[config.mk]
export PLATFORM = sky130hd
export DESIGN_NAME = bp_be_issue_scoreboard
export DESIGN_NICKNAME = d
export VERILOG_FILES = /design/src/rtl/bp_be_issue_scoreboard.sv
export SDC_FILE = /design/constraint.sdc
export NUM_CORES = 1
export LEC_CHECK = 0
export CAP_MARGIN = 10
export CORE_AREA = 3 3 143 145
export CTS_CLUSTER_SIZE = 8
export DETAILED_ROUTE_END_ITERATION = 16
export DIE_AREA = 0 0 146 148
export PLACE_DENSITY = 0.58
export SYNTH_ARGS = -nofsm -noshare
export SYNTH_HDL_FRONTEND = slang
export SYNTH_SLANG_ARGS = --single-unit
[constraint.sdc]
create_clock -name clk_i -period 3.5 [get_ports clk_i]
set_clock_uncertainty 0.15 [all_clocks]
set_input_delay 0.7 -clock clk_i [delete_from_list [all_inputs] [get_ports clk_i]]
set_output_delay 0.7 -clock clk_i [all_outputs]
set_load 0.05 [all_outputs]
[src/rtl/bp_be_issue_scoreboard.sv]
// bp_be_issue_scoreboard
//   Issue-stage sequencer for the RV64 integer datapath. Decodes register
//   usage of the incoming instruction, tracks destination registers of
//   long-latency ops (loads, M-extension) still in flight, holds issue on
//   RAW/WAW hazards and drains all outstanding writes before letting a
//   FENCE/SYSTEM instruction through.
//
//   state | meaning
//   ------+-----------------------------------------------------------
//   RUN   | normal issue, hazard-checked per instruction
//   DRAIN | serializing instr waiting for every pending write to retire
//
// Ports
//   clk_i, reset_i     clock, synchronous active-high reset
//   instr_i/instr_v_i  instruction from decode queue, valid
//   instr_ready_o      instruction accepted this cycle (combinational)
//   dispatch_ready_i   read stage can take the issue register
//   issue_v_o          registered issue valid
//   issue_instr_o      registered issued instruction
//   wb_v_i             per-port writeback valid
//   wb_rd_addr_i       per-port writeback rd, port k at [5k+:5]
//   flush_i            drop all in-flight tracking
//   pending_o          bit r set while a write to xr is outstanding
//   stall_cnt_o        saturating count of hazard-stalled cycles in RUN
module bp_be_issue_scoreboard #(
  parameter int num_wb_p          = 2,
  parameter int stall_cnt_width_p = 32
) (
  input  logic                         clk_i,
  input  logic                         reset_i,
  input  logic [31:0]                  instr_i,
  input  logic                         instr_v_i,
  output logic                         instr_ready_o,
  input  logic                         dispatch_ready_i,
  output logic                         issue_v_o,
  output logic [31:0]                  issue_instr_o,
  input  logic [num_wb_p-1:0]          wb_v_i,
  input  logic [5*num_wb_p-1:0]        wb_rd_addr_i,
  input  logic                         flush_i,
  output logic [31:0]                  pending_o,
  output logic [stall_cnt_width_p-1:0] stall_cnt_o
);

  localparam logic [6:0] opc_op       = 7'b0110011;
  localparam logic [6:0] opc_op_32    = 7'b0111011;
  localparam logic [6:0] opc_op_imm   = 7'b0010011;
  localparam logic [6:0] opc_op_imm32 = 7'b0011011;
  localparam logic [6:0] opc_load     = 7'b0000011;
  localparam logic [6:0] opc_jalr     = 7'b1100111;
  localparam logic [6:0] opc_store    = 7'b0100011;
  localparam logic [6:0] opc_branch   = 7'b1100011;
  localparam logic [6:0] opc_jal      = 7'b1101111;
  localparam logic [6:0] opc_lui      = 7'b0110111;
  localparam logic [6:0] opc_auipc    = 7'b0010111;
  localparam logic [6:0] opc_misc_mem = 7'b0001111;
  localparam logic [6:0] opc_system   = 7'b1110011;
  localparam logic [6:0] funct7_mext  = 7'b0000001;

  typedef enum logic [0:0] {
    st_run   = 1'b0,
    st_drain = 1'b1
  } state_e;

  state_e state_r;

  logic [6:0] opcode;
  logic [4:0] rs1, rs2, rd;
  logic [6:0] funct7;
  logic       use_rs1, use_rs2, use_rd, serial, long_lat;
  logic [31:0] wb_clr, eff, set_vec;
  logic       hazard, handshake, stall_inc;
  logic       unused_funct3;

  assign opcode        = instr_i[6:0];
  assign rd            = instr_i[11:7];
  assign rs1           = instr_i[19:15];
  assign rs2           = instr_i[24:20];
  assign funct7        = instr_i[31:25];
  assign unused_funct3 = ^instr_i[14:12];

  always_comb begin
    use_rs1  = 1'b0;
    use_rs2  = 1'b0;
    use_rd   = 1'b0;
    serial   = 1'b0;
    long_lat = 1'b0;
    case (opcode)
      opc_op, opc_op_32: begin
        use_rs1  = 1'b1;
        use_rs2  = 1'b1;
        use_rd   = 1'b1;
        long_lat = (funct7 == funct7_mext);
      end
      opc_op_imm, opc_op_imm32, opc_jalr: begin
        use_rs1 = 1'b1;
        use_rd  = 1'b1;
      end
      opc_load: begin
        use_rs1  = 1'b1;
        use_rd   = 1'b1;
        long_lat = 1'b1;
      end
      opc_store, opc_branch: begin
        use_rs1 = 1'b1;
        use_rs2 = 1'b1;
      end
      opc_jal, opc_lui, opc_auipc: use_rd = 1'b1;
      opc_misc_mem, opc_system:    serial = 1'b1;
      default: ;
    endcase
  end

  // Writebacks landing this cycle are bypassed into the hazard check.
  always_comb begin
    wb_clr = '0;
    for (int k = 0; k < num_wb_p; k++) begin
      if (wb_v_i[k]) wb_clr[wb_rd_addr_i[5*k+:5]] = 1'b1;
    end
    wb_clr[0] = 1'b0;
  end

  assign eff = pending_o & ~wb_clr;

  // x0 never holds pending, so eff[0] is always 0 and needs no extra check.
  assign hazard = (use_rs1 & eff[rs1]) | (use_rs2 & eff[rs2]) | (use_rd & eff[rd]);

  always_comb begin
    instr_ready_o = 1'b0;
    if (!flush_i) begin
      if (state_r == st_run) instr_ready_o = dispatch_ready_i & ~hazard & ~serial;
      else                   instr_ready_o = dispatch_ready_i & (eff == '0);
    end
  end

  assign handshake = instr_v_i & instr_ready_o;
  assign stall_inc = instr_v_i & ~instr_ready_o & (state_r == st_run) & ~flush_i;

  always_comb begin
    set_vec = '0;
    if (handshake && long_lat && (rd != 5'd0)) set_vec[rd] = 1'b1;
  end

  always_ff @(posedge clk_i) begin
    if (reset_i) begin
      state_r       <= st_run;
      pending_o     <= '0;
      issue_v_o     <= 1'b0;
      issue_instr_o <= '0;
      stall_cnt_o   <= '0;
    end else begin
      if (flush_i) begin
        state_r   <= st_run;
        pending_o <= '0;
        issue_v_o <= 1'b0;
      end else begin
        // Set after clear so a new producer wins over a same-cycle writeback.
        pending_o <= (pending_o & ~wb_clr) | set_vec;
        if (dispatch_ready_i) begin
          issue_v_o <= handshake;
          if (handshake) issue_instr_o <= instr_i;
        end
        case (state_r)
          st_run:   if (instr_v_i && serial) state_r <= st_drain;
          st_drain: if (handshake)           state_r <= st_run;
          default:                           state_r <= st_run;
        endcase
      end
      if (stall_inc && (stall_cnt_o != '1)) stall_cnt_o <= stall_cnt_o + 1'b1;
    end
  end

endmodule
==> qor.txt <==
FF-to-FF path depth -> 13
Final #Nets -> 1,065
synthesized instance count -> 703
Tightest Pin Transition -> 0.829 ns
failing checks -> negative setup slack
clk root buf -> clkbuf_16
H-tree depth -> 3
Max Fclk -> 250 MHz
Worst-Skew Late Latency -> 0.36 ns
Yosys Warn Count -> 0
Pre-antenna DRT Iters -> 5
via/cell ratio -> 5.58
Mean Syn Cell Area -> 8.15 um2
worst-path maximum fanout -> 5
chip height -> 148 um
number of global-route vias before repair -> 6,906
CP Launch Type -> input port
routed length per placed instance -> 20.3 um
MaxCap Viol Count -> 0
crit path kind -> in2out
largest net degree at the start of global routing -> 72
first-pass GRT wire length -> 38,800 um
Final Hold Fails -> 0
diode count -> 0
unrepaired setup endpoints after global routing -> yes
P&R area growth vs syn -> 83.3%
clock transition at the registers of the reported paths -> 0.07 ns
Final Max Tran Viols -> 0
register area share after synthesis -> 0.342
Rel. slew slack -> 0.447
final worst setup slack -> -0.505 ns
DR vias -> 7,168
critical path arrival -> 3.16 ns
ys async rst share -> 0
gr usage total -> 0.225
port bufs -> 146
WHS -> 0.345 ns
gr ovfl total -> 0
min-delay worst type -> reg2reg
share of cells above drive strength 1 -> 0.373
Seq cells post-synth -> 98
Overall Power -> 2.76 mW
final instance area -> 10,500 um2
CTS tree -> done
Inserted Clock Buffers -> 9
Initial Util -> 0.296
# setup viols final -> 80
placer's final routability congestion estimate -> 1.04
Final min period -> 4.01 ns
power density cells -> 263 nW/um2
CTS Buffer Depth -> 2
Iteration-0 DRC Markers -> 456
Max rail drop VDD -> 245 uV
syn nets -> 753
Finished Layout Cells -> 1,285
Core Box Area -> 19,300 um2
Rows -> 51
Worst Path Required -> 2.65 ns
status -> finished with violations
post-synth cell types -> 65
fin crit share -> 1.14
Pleak -> 3.79 nW
post-placement worst setup slack -> -0.948 ns
Sink Count -> 98
ys flop type -> dfxtp_1
Post-synth EDFFs -> 0
CP Capture Type -> output port
post-DP HPWL -> 18,300 um
Cell Area, Placed -> 8650 um2
# DRC -> 0
WL final -> 26,000 um
Syn Std Cell Area -> 5730 um2
die span in x -> 146 um
fillers -> 1,778
hold buffer count at cts -> 0
boundary pin count -> 147
antenna viol nets, final -> 0
placed insts -> 1,226
WHS Path Cells -> 2
die area -> 21,600 um2
initial antenna violation count -> 0
## cell type report
class | instances | area [um2] | share of cell area
Sequential cell | 98 | 1960 | 0.187
Clock buffer | 11 | 233 | 0.0222
Timing Repair Buffer | 360 | 3500 | 0.333
Inverter | 18 | 68.8 | 0.00655
Clock inverter | 5 | 55.1 | 0.00524
Tap cell | 265 | 332 | 0.0316
Multi-Input combinational cell | 528 | 4360 | 0.415
## sequential cells by signal, summed over array words and instances (netlist names)
register,count
state_r,1
pending_o,32
issue_instr_o,32
stall_cnt_o,32
issue_v_o,1
## routing by layer
| metal | routed length, um | share of wire | GRT usage |
|---|---|---|---|
| met1 | 10800 | 0.42 | 0.282 |
| met2 | 12200 | 0.47 | 0.364 |
| met3 | 1900 | 0.073 | 0.0540 |
| met4 | 1150 | 0.044 | 0.109 |
| met5 | 0 | 0 | 0 |
## stage by stage
stage / TNS (ns) / util
5_1_grt: -16.58 / 0.543
3_3_place_gp: -80.15 / 0.447
6_report: -7.06 / 0.543
2_1_floorplan: -0.163 / -
3_5_place_dp: -78.39 / 0.447
4_1_cts: -21.57 / 0.500
## final timing paths
| check | startpoint | endpoint | slack (ns) |
|---|---|---|---|
| hold / removal | issue_instr_o[19] | issue_instr_o[19] | 0.34 |
| hold reg to reg | issue_instr_o[19] | issue_instr_o[19] | 0.34 |
| setup / recovery | wb_rd_addr_i[8] | instr_ready_o | -0.51 |
| setup reg to reg | stall_cnt_o[16] | stall_cnt_o[1] | 0.14 |
## cells in the final DEF (no fill, tap or decap), types with 12 or more instances in the layout
master and instances:
a21oi_1 36, a21oi_2 26, buf_4 148, buf_6 46, clkbuf_16 12, clkdlybuf4s50_1 120
dfxtp_1 98, inv_1 16, mux2i_1 41, nand2_1 25, nand3_1 30, nand4_1 53
nor2_1 67, nor2b_1 13, nor3_1 14, o221ai_4 12
## synth_stat cells, types with 6 or more instances
| cell type | instances | area (um2) |
|---|---|---|
| dfxtp_1 | 98 | 1960 |
| nor2_1 | 70 | 263 |
| a21oi_1 | 62 | 310 |
| nand4_1 | 53 | 332 |
| clkbuf_1 | 44 | 165 |
| mux2i_1 | 43 | 430 |
| nand3_1 | 34 | 170 |
| o221ai_1 | 31 | 272 |
| nand2_1 | 27 | 101 |
| inv_1 | 17 | 63.8 |
| or3_1 | 17 | 106 |
| nor3_1 | 16 | 80.1 |
| o21ai_0 | 16 | 80.1 |
| nor2b_1 | 14 | 87.6 |
| or4_1 | 13 | 97.6 |
| nor4_1 | 9 | 56.3 |
| nand2b_1 | 8 | 50.1 |
| o31ai_1 | 8 | 60.1 |
| and3_1 | 7 | 43.8 |
| mux2_1 | 7 | 78.8 |
| nand4b_1 | 7 | 61.3 |
| nand4bb_1 | 6 | 67.6 |
## worst max-delay path, stage by stage
cell and delay, ns:
buf_6 0.11, nand4bb_1 0.21, buf_6 0.17, o221ai_4 0.21, mux2i_2 0.13, a2111oi_2 0.42, buf_4 0.20, a211oi_4 0.07
or4_4 0.44, o31ai_4 0.32, buf_12 0.18
## repair_timing
item,CTS,global route
cloned,5,3
resized for setup,149,162
setup endpoints to repair,97,97
buffers inserted,23,21
pin swaps,47,88
## cells by family after synthesis
group | after synthesis | synth area share
simple gates | 303 | 0.295
fa+ha+maj | 1 | 0.00218
flops | 98 | 0.342
buf+inv | 77 | 0.0592
xor+xnor | 1 | 0.00153
compound gates | 171 | 0.205
mux | 52 | 0.0948
## power breakdown
| part | switching, mW | internal [mW] | leakage [nW] |
|---|---|---|---|
| Sequential | 0.00857 | 1.13 | 0.791 |
| Clock | 0.456 | 0.553 | 0.136 |
| Combinational | 0.331 | 0.284 | 2.86 |
| Total | 0.796 | 1.97 | 3.79 |
Note: power is estimated with default switching activity, not from simulation.
